### src/rtl/psg_cmd_queue.sv
`default_nettype none
//==============================================================================
// psg_cmd_queue - FIFO of PSG register writes and clk_en-paced delays, replayed
//                 as one-cycle write strobes followed by a fixed idle gap.
// Revision: 1.0
//==============================================================================
module psg_cmd_queue #(
   parameter int DEPTH = 16,
   parameter int GAP   = 2
) (
   input  logic                    clk,
   input  logic                    reset,
   input  logic                    clk_en,
   input  logic                    flush,
   input  logic                    cmd_valid,
   output logic                    cmd_ready,
   input  logic                    cmd_wait,
   input  logic [3:0]              cmd_addr,
   input  logic [7:0]              cmd_data,
   output logic [3:0]              psg_addr,
   output logic [7:0]              psg_din,
   output logic                    psg_wr_n,
   output logic                    psg_cs_n,
   output logic [$clog2(DEPTH):0]  level,
   output logic                    busy
);

   localparam int AW = $clog2(DEPTH);
   localparam int LW = AW + 1;
   localparam logic [LW-1:0] FULL     = LW'(DEPTH);
   localparam logic [3:0]    GAP_LAST = 4'((GAP > 0) ? GAP - 1 : 0);

   typedef enum logic [1:0] {
      ST_IDLE  = 2'd0,
      ST_WRITE = 2'd1,
      ST_GAP   = 2'd2,
      ST_WAIT  = 2'd3
   } state_t;

   state_t        state, state_nx;
   logic [12:0]   mem [DEPTH];
   logic [AW-1:0] wr_ptr, rd_ptr;
   logic [7:0]    wait_cnt, wait_nx;
   logic [3:0]    gap_cnt, gap_nx;
   logic          push, pop;
   logic          head_wait;
   logic [3:0]    head_addr;
   logic [7:0]    head_data;

   assign {head_wait, head_addr, head_data} = mem[rd_ptr];

   // Reset is folded in so the host sees the queue as unavailable while held.
   assign cmd_ready = (level < FULL) && !flush && !reset;
   assign push      = cmd_valid && cmd_ready;
   assign busy      = (level != '0) || (state != ST_IDLE);

   always_ff @(posedge clk) begin
      if (push) begin
         mem[wr_ptr] <= {cmd_wait, cmd_addr, cmd_data};
      end
   end

   always_ff @(posedge clk) begin
      if (reset || flush) begin
         wr_ptr <= '0;
         rd_ptr <= '0;
         level  <= '0;
      end else begin
         if (push) wr_ptr <= wr_ptr + 1'b1;
         if (pop)  rd_ptr <= rd_ptr + 1'b1;
         if (push && !pop) begin
            level <= level + 1'b1;
         end else if (pop && !push) begin
            level <= level - 1'b1;
         end
      end
   end

   always_ff @(posedge clk) begin
      if (reset) begin
         state    <= ST_IDLE;
         wait_cnt <= '0;
         gap_cnt  <= '0;
      end else begin
         state    <= state_nx;
         wait_cnt <= wait_nx;
         gap_cnt  <= gap_nx;
      end
   end

   always_comb begin
      state_nx = state;
      wait_nx  = wait_cnt;
      gap_nx   = gap_cnt;
      pop      = 1'b0;
      case (state)
         ST_IDLE: begin
            if (level != '0) begin
               pop = 1'b1;
               if (!head_wait) begin
                  state_nx = ST_WRITE;
               end else if (head_data != 8'd0) begin
                  state_nx = ST_WAIT;
                  wait_nx  = head_data;
               end
            end
         end
         ST_WRITE: begin
            if (GAP > 0) begin
               state_nx = ST_GAP;
               gap_nx   = GAP_LAST;
            end else begin
               state_nx = ST_IDLE;
            end
         end
         ST_GAP: begin
            if (gap_cnt == 4'd0) begin
               state_nx = ST_IDLE;
            end else begin
               gap_nx = gap_cnt - 4'd1;
            end
         end
         ST_WAIT: begin
            if (clk_en) begin
               wait_nx = wait_cnt - 8'd1;
               if (wait_cnt == 8'd1) state_nx = ST_IDLE;
            end
         end
         default: state_nx = ST_IDLE;
      endcase
      // A strobe already on the pins completes; nothing further is issued.
      if (flush) begin
         state_nx = ST_IDLE;
         wait_nx  = '0;
         gap_nx   = '0;
         pop      = 1'b0;
      end
   end

   always_ff @(posedge clk) begin
      if (reset) begin
         psg_wr_n <= 1'b1;
         psg_cs_n <= 1'b1;
         psg_addr <= '0;
         psg_din  <= '0;
      end else begin
         psg_wr_n <= (state_nx != ST_WRITE);
         psg_cs_n <= (state_nx != ST_WRITE);
         if (pop && !head_wait) begin
            psg_addr <= head_addr;
            psg_din  <= head_data;
         end
      end
   end

endmodule
`default_nettype wire
### config.mk
export PLATFORM = sky130hd
export DESIGN_NAME = psg_cmd_queue
export DESIGN_NICKNAME = d
export VERILOG_FILES = /design/src/rtl/psg_cmd_queue.sv
export SDC_FILE = /design/constraint.sdc
export NUM_CORES = 1
export LEC_CHECK = 0
export BUFFER_PORTS_ARGS = -buffer_cell sky130_fd_sc_hd__buf_2
export CAP_MARGIN = 20
export CELL_PAD_IN_SITES_DETAIL_PLACEMENT = 0
export CELL_PAD_IN_SITES_GLOBAL_PLACEMENT = 1
export CORE_AREA = 2 2 187 189
export DETAILED_ROUTE_END_ITERATION = 12
export DIE_AREA = 0 0 189 191
export MAX_ROUTING_LAYER = met4
export PLACE_DENSITY_LB_ADDON = 0.1
export SETUP_SLACK_MARGIN = 0.2
export SLEW_MARGIN = 10
export SYNTH_ARGS = -nofsm -noshare
export SYNTH_HDL_FRONTEND = slang
export SYNTH_SLANG_ARGS = --single-unit
### constraint.sdc
create_clock -name clk -period 5.9 [get_ports clk]
set_input_delay 0.885 -clock clk [delete_from_list [all_inputs] [get_ports clk]]
set_output_delay 0.885 -clock clk [all_outputs]
set_load 0.01 [all_outputs]
==> impl_results.md <==
- CTS tree: done
- Worst Hold Depth: 2
- Initial Utilization: 0.295
- Postcts setup bufs: 0
- Maximum fanout along the worst path: 38
- Gate power share: 0.072
- Pleak: 3.80 nW
- FP Rows: 68
- Minimum clock period: 3.45 ns
- Peak Freq: 290 MHz
- Switching Share: 0.226
- Clk_skew: 0.0173 ns
- Seq pwr share: 0.496
- Dpl cells: 1060
- Layout Area Growth over Synthesis: 16.8%
- Final Hold Violating Endpoints: 0
- Die Span X: 189 um
- Reg2Reg Depth: 8
- First-pass GRT wire length: 36100 um
- Multi-input logic area: 2750 sq um
- Setup-failing EPs final: 0
- Post-Layout Cell Count: 1113
- IO Port Bufs: 38
- H-tree Lvls: 1
- Synth async-reset ratio: 0
- Slowest cell on the critical path: dfxtp_4
- Flop2flop setup slack: 2.45 ns
- Grt ovf: 0
- CP Cell Sequence: buf_4 -> mux4_2 -> a22oi_1 -> nand2_1 -> nor4_4 -> a21bo_2 -> nand2_2 -> a32o_1
- Nets: 667
- Relative slew slack: 0.383
- Clock Tree Buf Depth: 3
- Crit path capture type: register
- Die Ht: 191 um
- Ys flop type: edfxtp_1
- Status: finished clean
- Sequential Area: 7130 sq um
- Syn Inst Count: 577
- Post-synthesis net count: 608
- Area after DPL: 10800 sq um
- I/O pin count: 39
- DRT Pass-1 Iters: 4
- CTS Hold Bufs: 0
- Fill cells: 3221
- Root buffer cell: clkbuf_16
- Drt total wl: 23700 um
- # DRC: 0
- Number of max-cap violations: 0
- Vias per Instance: 4.73
- Vias: 5270
- HP Start: psg_din[2]$_SDFFE_PP0P_
- RSZ-0062 raised after global routing: false
- Initial antenna violation count: 0
- Clock share of power: 0.432
- DP HPWL: 15600 um
- Finished Cell Area: 11700 sq um
- Final Hold Slack: 0.491 ns
- Startpoint Class: register
- Clk Latency, worst-skew pair: 0.55 ns
- CTS buffer count: 29
- Hold Crit Endpoint: psg_din[2]$_SDFFE_PP0P_
- Post-synth EDFFs: 208
- Core area: 34100 sq um
- Largest net degree at the start of global routing: 39
- Worst EP required: 6.34 ns
- Post-CTS resize count: 0
- R2r endpoint: wait_cnt[4]$_SDFFE_PP0P_
- Initial DRC count: 395
- #FFs+latches synth: 252
- Ant. Diodes: 0
- Count of warnings emitted by yosys: 0
- Pwr/cell area: 341 nW/um^2
- Distinct cells, synth: 48
- Die ar.: 36100 sq um
- Wire per inst: 21.3 um
- Layout cells sized above 1: 0.264
- Worst path max stage delay: 0.87 ns
- Syn Std Cell Area: 10100 sq um
- Final Max Slew Viols: 0
- Final period util: 0.585
- Post-route ant nets: 0
- Worst-path clk slew: 0.06 ns
- Worst Tran Pin Value: 0.925 ns
- VDD IR max: 0.256 mV
- Final RePlAce weighted congestion: 0.724
- Final setup TNS: 0 ns
- TritonCTS sink count: 252
- Critical path type: register to register
- Final Core Density: 0.344
- Sw power: 0.904 mW
- Worst Hold Class: register to register
- Mean post-synth cell area: 17.4 sq um
- WP data arrival: 3.89 ns
- Internal power: 3.10 mW
- Seq/Total Area, Yosys: 0.709
- Total GRT Usage: 0.139
- Number of global-route vias before repair: 5561
worst max-delay path, delay by kind of cell, from the launching register on:
family / cells / cell delay (ns)
AO/OA/AOI/OAI: 3 / 0.76
multiplexers: 1 / 0.58
flip-flops: 1 / 0.87
AND/OR/NAND/NOR: 3 / 0.66
buffers and inverters: 1 / 0.41
power by group through the flow:
stage          clock (mW)  sequential (mW)  combinational (mW)
2_1_floorplan           0             2.00               0.224
3_3_place_gp            0             2.02               0.291
3_5_place_dp            0             2.03               0.295
4_1_cts              1.77             1.99               0.296
5_1_grt              1.85             1.99               0.321
6_report             1.73             1.99               0.290
placed cells by master (no fill, tap or decap), types with 7 or more instances in the layout:
| cell type | count |
|---|---|
| nor2_1 | 57 |
| a22oi_1 | 14 |
| xor2_1 | 7 |
| mux2i_1 | 14 |
| buf_2 | 38 |
| edfxtp_1 | 208 |
| inv_1 | 10 |
| clkinv_1 | 7 |
| clkbuf_16 | 29 |
| buf_4 | 19 |
| clkinv_2 | 8 |
| nand2_1 | 25 |
| a21oi_1 | 18 |
| nand3_1 | 9 |
| ha_1 | 12 |
| mux4_2 | 56 |
| dfxtp_1 | 41 |
metrics by stage:
stage / total power, mW / worst slack [ns]
finish: 4.00 / 2.45
global placement: 2.32 / 2.03
global route: 4.16 / 2.16
detailed placement: 2.32 / 2.01
floorplan: 2.22 / 2.34
CTS: 4.06 / 2.38
logic make-up (layout without fill, tap and decap cells):
kind of cell    after synthesis  in the layout  synth area share
xor+xnor                     10             10           0.00871
buf+inv                      39            120            0.0193
simple gates                133            133            0.0637
mux                          71             71             0.142
compound gates               59             59            0.0404
fa+ha+maj                    13             13            0.0169
flops                       252            252             0.709
metal layers:
metal | up-vias | global-route usage | wire [um]
li1 | 2387 | - | -
met1 | 2723 | 0.194 | 11300
met2 | 121 | 0.214 | 10900
met3 | 39 | 0.0202 | 992
met4 | 0 | 0.0328 | 473
met5 | - | - | 0
cells in the mapped netlist (4+ instances only):
cell type | number | share of area
a21oi_1 | 18 | 0.0090
a22oi_1 | 14 | 0.010
buf_2 | 5 | 0.0025
buf_4 | 4 | 0.0030
clkbuf_1 | 15 | 0.0056
dfxtp_1 | 44 | 0.088
edfxtp_1 | 208 | 0.62
ha_1 | 12 | 0.015
inv_1 | 10 | 0.0037
mux2i_1 | 14 | 0.014
mux4_2 | 56 | 0.13
nand2_1 | 25 | 0.0093
nand2b_1 | 5 | 0.0031
nand3_1 | 9 | 0.0045
nor2_1 | 57 | 0.021
nor2b_1 | 5 | 0.0031
nor3_1 | 10 | 0.0050
o21ai_0 | 4 | 0.0020
o22ai_1 | 6 | 0.0037
xor2_1 | 7 | 0.0061
state kept, by name (all words and copies together) (netlist names), 2 cells and up, named ones only:
signal    flops
psg_din       8
mem         208
psg_addr      4
wr_ptr        4
gap_cnt       4
state         2
rd_ptr        4
wait_cnt      8
level         5
worst max path at each step:
stage                     cells after the start  slack (ns)     start                        to
final                                         8        2.45  register  wait_cnt[4]$_SDFFE_PP0P_
after detailed placement                     12        2.01     reset     level[4]$_SDFFE_PP0P_
after floorplan                              13        2.34     flush     level[4]$_SDFFE_PP0P_
after global routing                          8        2.16  register  wait_cnt[7]$_SDFFE_PP0P_
after CTS                                     8        2.38  register  wait_cnt[4]$_SDFFE_PP0P_
after global placement                       12        2.03     reset     level[4]$_SDFFE_PP0P_
area by class of cell:
| cell class | instances | share of cell area |
|---|---|---|
| Clock inverter | 22 | 0.0160 |
| Tap cell | 455 | 0.0485 |
| Sequential cell | 252 | 0.607 |
| Inverter | 10 | 0.00320 |
| Multi-Input combinational cell | 286 | 0.234 |
| Clock buffer | 31 | 0.0624 |
| Timing Repair Buffer | 57 | 0.0283 |
No activity file was read; power rests on OpenSTA's default activity.
